`src/rtl/pc_fetch.sv`:
```
// -----------------------------------------------------------------------------
// pc_fetch
//   Program-counter and instruction-fetch controller feeding the IF stage.
//   Owns the PC and assembles each 32-bit little-endian instruction from four
//   byte reads over a shared 8-bit memory port. The finished instruction is
//   presented with pc_done=1 and held while the downstream stage stalls.
//   Branch/jump redirects from EX override everything except reset.
//
// Parameters
//   RESET_PC   PC loaded on reset (low two bits are ignored)
//
// Ports
//   clk        in   1   clock, rising edge
//   rst        in   1   synchronous active-high reset, highest priority
//   stall_in   in   1   downstream stall, holds the presented instruction
//   br_en      in   1   single-cycle redirect request
//   br_target  in   32  redirect address, bits [1:0] ignored
//   mem_grant  in   1   arbiter accepts this cycle's request
//   mem_rdata  in   8   read byte, valid the cycle after its grant
//   mem_req    out  1   byte read request
//   mem_addr   out  32  byte address = pc + issue index
//   pc_o       out  32  PC of the presented instruction
//   inst_o     out  32  assembled instruction (zero unless pc_done)
//   pc_done    out  1   pc_o/inst_o valid
// -----------------------------------------------------------------------------
module pc_fetch #(
    parameter logic [31:0] RESET_PC = 32'h0000_0000
) (
    input  logic        clk,
    input  logic        rst,
    input  logic        stall_in,
    input  logic        br_en,
    input  logic [31:0] br_target,
    input  logic        mem_grant,
    input  logic [7:0]  mem_rdata,
    output logic        mem_req,
    output logic [31:0] mem_addr,
    output logic [31:0] pc_o,
    output logic [31:0] inst_o,
    output logic        pc_done
);

    localparam logic [31:0] RESET_PC_AL = {RESET_PC[31:2], 2'b00};

    typedef enum logic [0:0] {
        ST_FETCH = 1'b0,
        ST_DONE  = 1'b1
    } state_t;

    state_t      r_state;
    state_t      w_state_nxt;
    logic [31:0] r_pc;
    logic [31:0] w_pc_nxt;
    logic [2:0]  r_issue_idx;
    logic [2:0]  w_issue_idx_nxt;
    logic [1:0]  r_recv_idx;
    logic [1:0]  w_recv_idx_nxt;
    logic        r_pend;
    logic        w_pend_nxt;
    logic [31:0] r_inst_buf;
    logic [31:0] w_inst_buf_nxt;
    logic        w_issue;
    logic        w_capture;

    // Request/capture qualifiers and the externally visible outputs
    always_comb begin
        // A request is only raised while bytes remain to be issued and no
        // redirect or reset is pending in the same cycle.
        w_issue   = (r_state == ST_FETCH) && (r_issue_idx < 3'd4) && !br_en && !rst;
        // r_pend marks a byte granted last cycle; its data is on mem_rdata now.
        w_capture = r_pend && !br_en && !rst;

        mem_req   = w_issue;
        mem_addr  = r_pc + {29'd0, r_issue_idx};
        pc_done   = (r_state == ST_DONE) && !rst;
        if (rst) begin
            pc_o = RESET_PC_AL;
        end else begin
            pc_o = r_pc;
        end
        if (pc_done) begin
            inst_o = r_inst_buf;
        end else begin
            inst_o = 32'd0;
        end
    end

    // Next-state logic: redirect first, then per-state progress
    always_comb begin
        w_state_nxt     = r_state;
        w_pc_nxt        = r_pc;
        w_issue_idx_nxt = r_issue_idx;
        w_recv_idx_nxt  = r_recv_idx;
        w_inst_buf_nxt  = r_inst_buf;
        w_pend_nxt      = w_issue && mem_grant;

        if (br_en) begin
            // Redirect also drops whatever byte is arriving this cycle.
            w_pc_nxt        = {br_target[31:2], 2'b00};
            w_state_nxt     = ST_FETCH;
            w_issue_idx_nxt = 3'd0;
            w_recv_idx_nxt  = 2'd0;
            w_pend_nxt      = 1'b0;
        end else begin
            case (r_state)
                ST_FETCH: begin
                    if (w_issue && mem_grant) begin
                        w_issue_idx_nxt = r_issue_idx + 3'd1;
                    end else begin
                        w_issue_idx_nxt = r_issue_idx;
                    end
                    if (w_capture) begin
                        w_inst_buf_nxt[{r_recv_idx, 3'b000} +: 8] = mem_rdata;
                        if (r_recv_idx == 2'd3) begin
                            w_state_nxt    = ST_DONE;
                            w_recv_idx_nxt = 2'd0;
                        end else begin
                            w_recv_idx_nxt = r_recv_idx + 2'd1;
                        end
                    end else begin
                        w_recv_idx_nxt = r_recv_idx;
                    end
                end
                ST_DONE: begin
                    if (!stall_in) begin
                        w_pc_nxt        = r_pc + 32'd4;
                        w_state_nxt     = ST_FETCH;
                        w_issue_idx_nxt = 3'd0;
                        w_recv_idx_nxt  = 2'd0;
                    end else begin
                        w_state_nxt = ST_DONE;
                    end
                end
                default: begin
                    w_state_nxt     = ST_FETCH;
                    w_issue_idx_nxt = 3'd0;
                    w_recv_idx_nxt  = 2'd0;
                    w_pend_nxt      = 1'b0;
                end
            endcase
        end
    end

    // State registers; reset discards any partially assembled instruction
    always_ff @(posedge clk) begin
        if (rst) begin
            r_state     <= ST_FETCH;
            r_pc        <= RESET_PC_AL;
            r_issue_idx <= 3'd0;
            r_recv_idx  <= 2'd0;
            r_pend      <= 1'b0;
            r_inst_buf  <= 32'd0;
        end else begin
            r_state     <= w_state_nxt;
            r_pc        <= w_pc_nxt;
            r_issue_idx <= w_issue_idx_nxt;
            r_recv_idx  <= w_recv_idx_nxt;
            r_pend      <= w_pend_nxt;
            r_inst_buf  <= w_inst_buf_nxt;
        end
    end

endmodule

```
`config.mk`:
```
export PLATFORM = sky130hd
export DESIGN_NAME = pc_fetch
export DESIGN_NICKNAME = d
export VERILOG_FILES = /design/src/rtl/pc_fetch.sv
export SDC_FILE = /design/constraint.sdc
export NUM_CORES = 1
export LEC_CHECK = 0
export CAP_MARGIN = 40
export CORE_MARGIN = 4
export CORE_UTILIZATION = 50
export DETAILED_ROUTE_END_ITERATION = 10
export GPL_TIMING_DRIVEN = 0
export PLACE_DENSITY = 0.9
export SETUP_SLACK_MARGIN = 0.3
export SYNTH_ARGS = -nofsm -noshare
export SYNTH_HDL_FRONTEND = slang
export SYNTH_SLANG_ARGS = --single-unit
```
`constraint.sdc`:
```
create_clock -name clk -period 3.85 [get_ports clk]
set_input_delay 0.77 -clock clk [delete_from_list [all_inputs] [get_ports clk]]
set_output_delay 0.77 -clock clk [all_outputs]
set_load 0.05 [all_outputs]
```
==> impl_metrics.env <==
export IMPL_cp_cell_sequence="buf_2 > nand4_4 > or3_1 > clkbuf_1 > clkbuf_1 > nor4_1 > xnor2_1 > clkbuf_2"
export IMPL_place_congestion=0.875
export IMPL_maxCapViolCount=0
export IMPL_wl_um=14200
export IMPL_final_util=0.721
export IMPL_drtAntennaViolNets=0
export IMPL_timing_hold_violations_final=0
export IMPL_power_switching_uw=588
export IMPL_wl_met2_um=6840
export IMPL_fillerInstances=628
export IMPL_num_vias=4925
export IMPL_outcome="complete, no violations"
export IMPL_cts_clk_slew_worst_paths_ns=0.08
export IMPL_power_density_nw_per_um2=294
export IMPL_final_cell_mix="clkdlybuf4s50_1, dfxtp_1, nand2_1"
export IMPL_pre_cts_slack_ns=0.144
export IMPL_rsz0062_at_grt="yes"
export IMPL_finalSetupTns_ns=0
export IMPL_post_cts_buffers=0
export IMPL_first_global_vias=4877
export IMPL_num_antenna_cells=0
export IMPL_die_h_um=101
export IMPL_grt_antenna_before_repair=0
export IMPL_hold_path_class="reg2reg"
export IMPL_setup_viol=0
export IMPL_grt_usage=0.273
export IMPL_core_area_um2=8340
export IMPL_gr_total_overflow=0
export IMPL_cts_buffers=9
export IMPL_setup_slack_ns=0.354
export IMPL_rows=33
export IMPL_drive_gt1_frac=0.0919
export IMPL_worst_path_max_delay_cell="or3_1"
export IMPL_firstDrtPassIters=5
export IMPL_slowest_delay_ns=0.41
export IMPL_routed_wl_met3_um=1490
export IMPL_ys_flop_type="dfxtp_1"
export IMPL_syn2layout_area_growth_pct=38.3
export IMPL_min_period_over_period=0.908
export IMPL_p_seq_frac=0.429
export IMPL_startpoint_type="flop"
export IMPL_skew_ns=0.00704
export IMPL_synth_cells=573
export IMPL_critPathKind="reg2out"
export IMPL_synth_area_leaders="dfxtp_1, and2_1, nand2_1"
export IMPL_cp_required_ns=3.08
export IMPL_drc=0
export IMPL_swShare=0.333
export IMPL_p_leak_uw=0.00213
export IMPL_avgRoutedWirePerCell_um=17.1
export IMPL_grt_pass1_wl_um=22800
export IMPL_regArea_um2=1380
export IMPL_final_common_cell="clkdlybuf4s50_1"
export IMPL_clockRootBuffer="clkbuf_8"
export IMPL_critical_path_arrival_ns=2.73
export IMPL_tightestPinTransition_ns=0.909
export IMPL_first_iter_violations=346
export IMPL_ctsLongestPathBuffers=2
export IMPL_vias_per_cell=5.91
export IMPL_fin_crit_ns=3.50
export IMPL_synth_top_area_cell="dfxtp_1"
export IMPL_cts_sinks=69
export IMPL_grt_max_degree=14
export IMPL_crit_family="buffers and inverters"
export IMPL_synth_async_reset_ratio=0
export IMPL_path_buf_inv=4
export IMPL_max_freq_ghz=0.286
export IMPL_finalNetCount=778
export IMPL_path_max_fanout=10
export IMPL_yosys_area_top_type_share=0.318
export IMPL_netlist_area_um2=4350
export IMPL_ios=143
export IMPL_start_util=0.521
export IMPL_place_area_um2=5860
export IMPL_insertion_delay_ns=0.35
export IMPL_dp_final_hpwl_um=10600
export IMPL_p_comb_frac=0.232
export IMPL_pwr_share_clk=0.338
export IMPL_ys_seq_area_frac=0.318
export IMPL_p_int_uw=1180
export IMPL_highest_layer="met4"
export IMPL_die_area_um2=10200
export IMPL_die_x_um=101
export IMPL_design_area_um2=6010
export IMPL_yosysWarnings=0
export IMPL_synth_edff_count=0
export IMPL_syn_area_per_cell_um2=7.59
export IMPL_port_buffers=137
export IMPL_cts_tree="done"
export IMPL_drt_met1_wl_um=5500
export IMPL_synth_seq_cells=69
export IMPL_peakVddDrop_mv=0.168
export IMPL_multi_input_area_um2=2710
export IMPL_synthDistinctLibCells=53
export IMPL_crit_top_cell="clkbuf_1"
export IMPL_slew_violations=0
export IMPL_ctsHoldBuffers=0
export IMPL_maxSlewHeadroom=0.389
export IMPL_htree_levels=3
export IMPL_endpoint_kind="primary output"
stage by stage:
step                      std cells  power [µW]  hold slack, ns
after global routing            834        1820           0.468
after floorplan                 574        1030           0.427
after CTS                       834        1770           0.450
after global placement          816        1180           0.436
final                           834        1770           0.448
after detailed placement        818        1190           0.439
layout make-up:
type / count / area share
clock inverter: 7 / 0.0123
timing repair buffer: 139 / 0.216
inverter: 14 / 0.00874
buffer: 54 / 0.0389
multi-input combinational: 437 / 0.451
sequential: 69 / 0.230
tap: 105 / 0.0219
clock buffer: 9 / 0.0206
cell families after synthesis:
logic type,Yosys count,synth area share
AO/OA/AOI/OAI,91,0.137
XOR/XNOR,38,0.0766
adder cells (fa/ha/maj),9,0.0259
buffers and inverters,68,0.0648
flip-flops,69,0.318
multiplexers,2,0.00489
other,1,0.000863
AND/OR/NAND/NOR,295,0.372
worst paths after layout:
check                start       endpoint  slack (ns)  depth (start not counted)
max                r_pc[8]   mem_addr[29]        0.35                          8
min          r_inst_buf[5]  r_inst_buf[5]        0.45                          2
min reg2reg  r_inst_buf[5]  r_inst_buf[5]        0.45                          2
max reg2reg        r_pc[3]       r_pc[28]        1.36                          5
sequential cells by signal, indices dropped and copies added (netlist names):
| register | cells |
|---|---|
| r_inst_buf | 32 |
| r_pc | 30 |
| r_issue_idx | 3 |
| r_recv_idx | 2 |
| r_pend | 1 |
| r_state | 1 |
cells in the mapped netlist, drive strengths merged, types with 2 or more instances:
cell	number
xnor2	26
and4	6
nor3b	3
nand4	18
xor2	12
clkbuf	35
a21oi	38
a2111oi	4
nand2	63
nor2	35
a221oi	2
dfxtp	69
a31o	2
ha	9
nor3	17
inv	14
o21ai	6
o41ai	2
nand3b	5
a211oi	15
o31ai	4
nor4b	3
nand3	44
nor2b	29
a31oi	4
and4b	2
nand4b	3
or3	6
or4	3
buf	19
nor4	13
or2	2
a311oi	8
and2	40
metal layers:
layer,vias up,global-route usage
met4,0,0.117
met5,-,0
met1,2248,0.333
met2,325,0.463
li1,2310,-
met3,42,0.0592
worst min-delay path: stages (launching register included):
cell and delay [ns]:
dfxtp_1 0.31, nand2_1 0.05, a21oi_1 0.05
power groups by stage:
| stage | Combinational (µW) | Clock (µW) | Sequential [µW] |
|---|---|---|---|
| floorplan | 263 | 0 | 768 |
| global placement | 411 | 0 | 773 |
| detailed placement | 416 | 0 | 774 |
| CTS | 413 | 594 | 758 |
| global route | 430 | 627 | 762 |
| finish | 411 | 598 | 759 |
repair_timing:
item | in CTS | in global routing
resized for setup | 46 | 42
endpoints found under the setup margin | 26 | 49
endpoints found under the hold margin | 0 | 0
No activity file was read; power rests on OpenSTA's default activity.
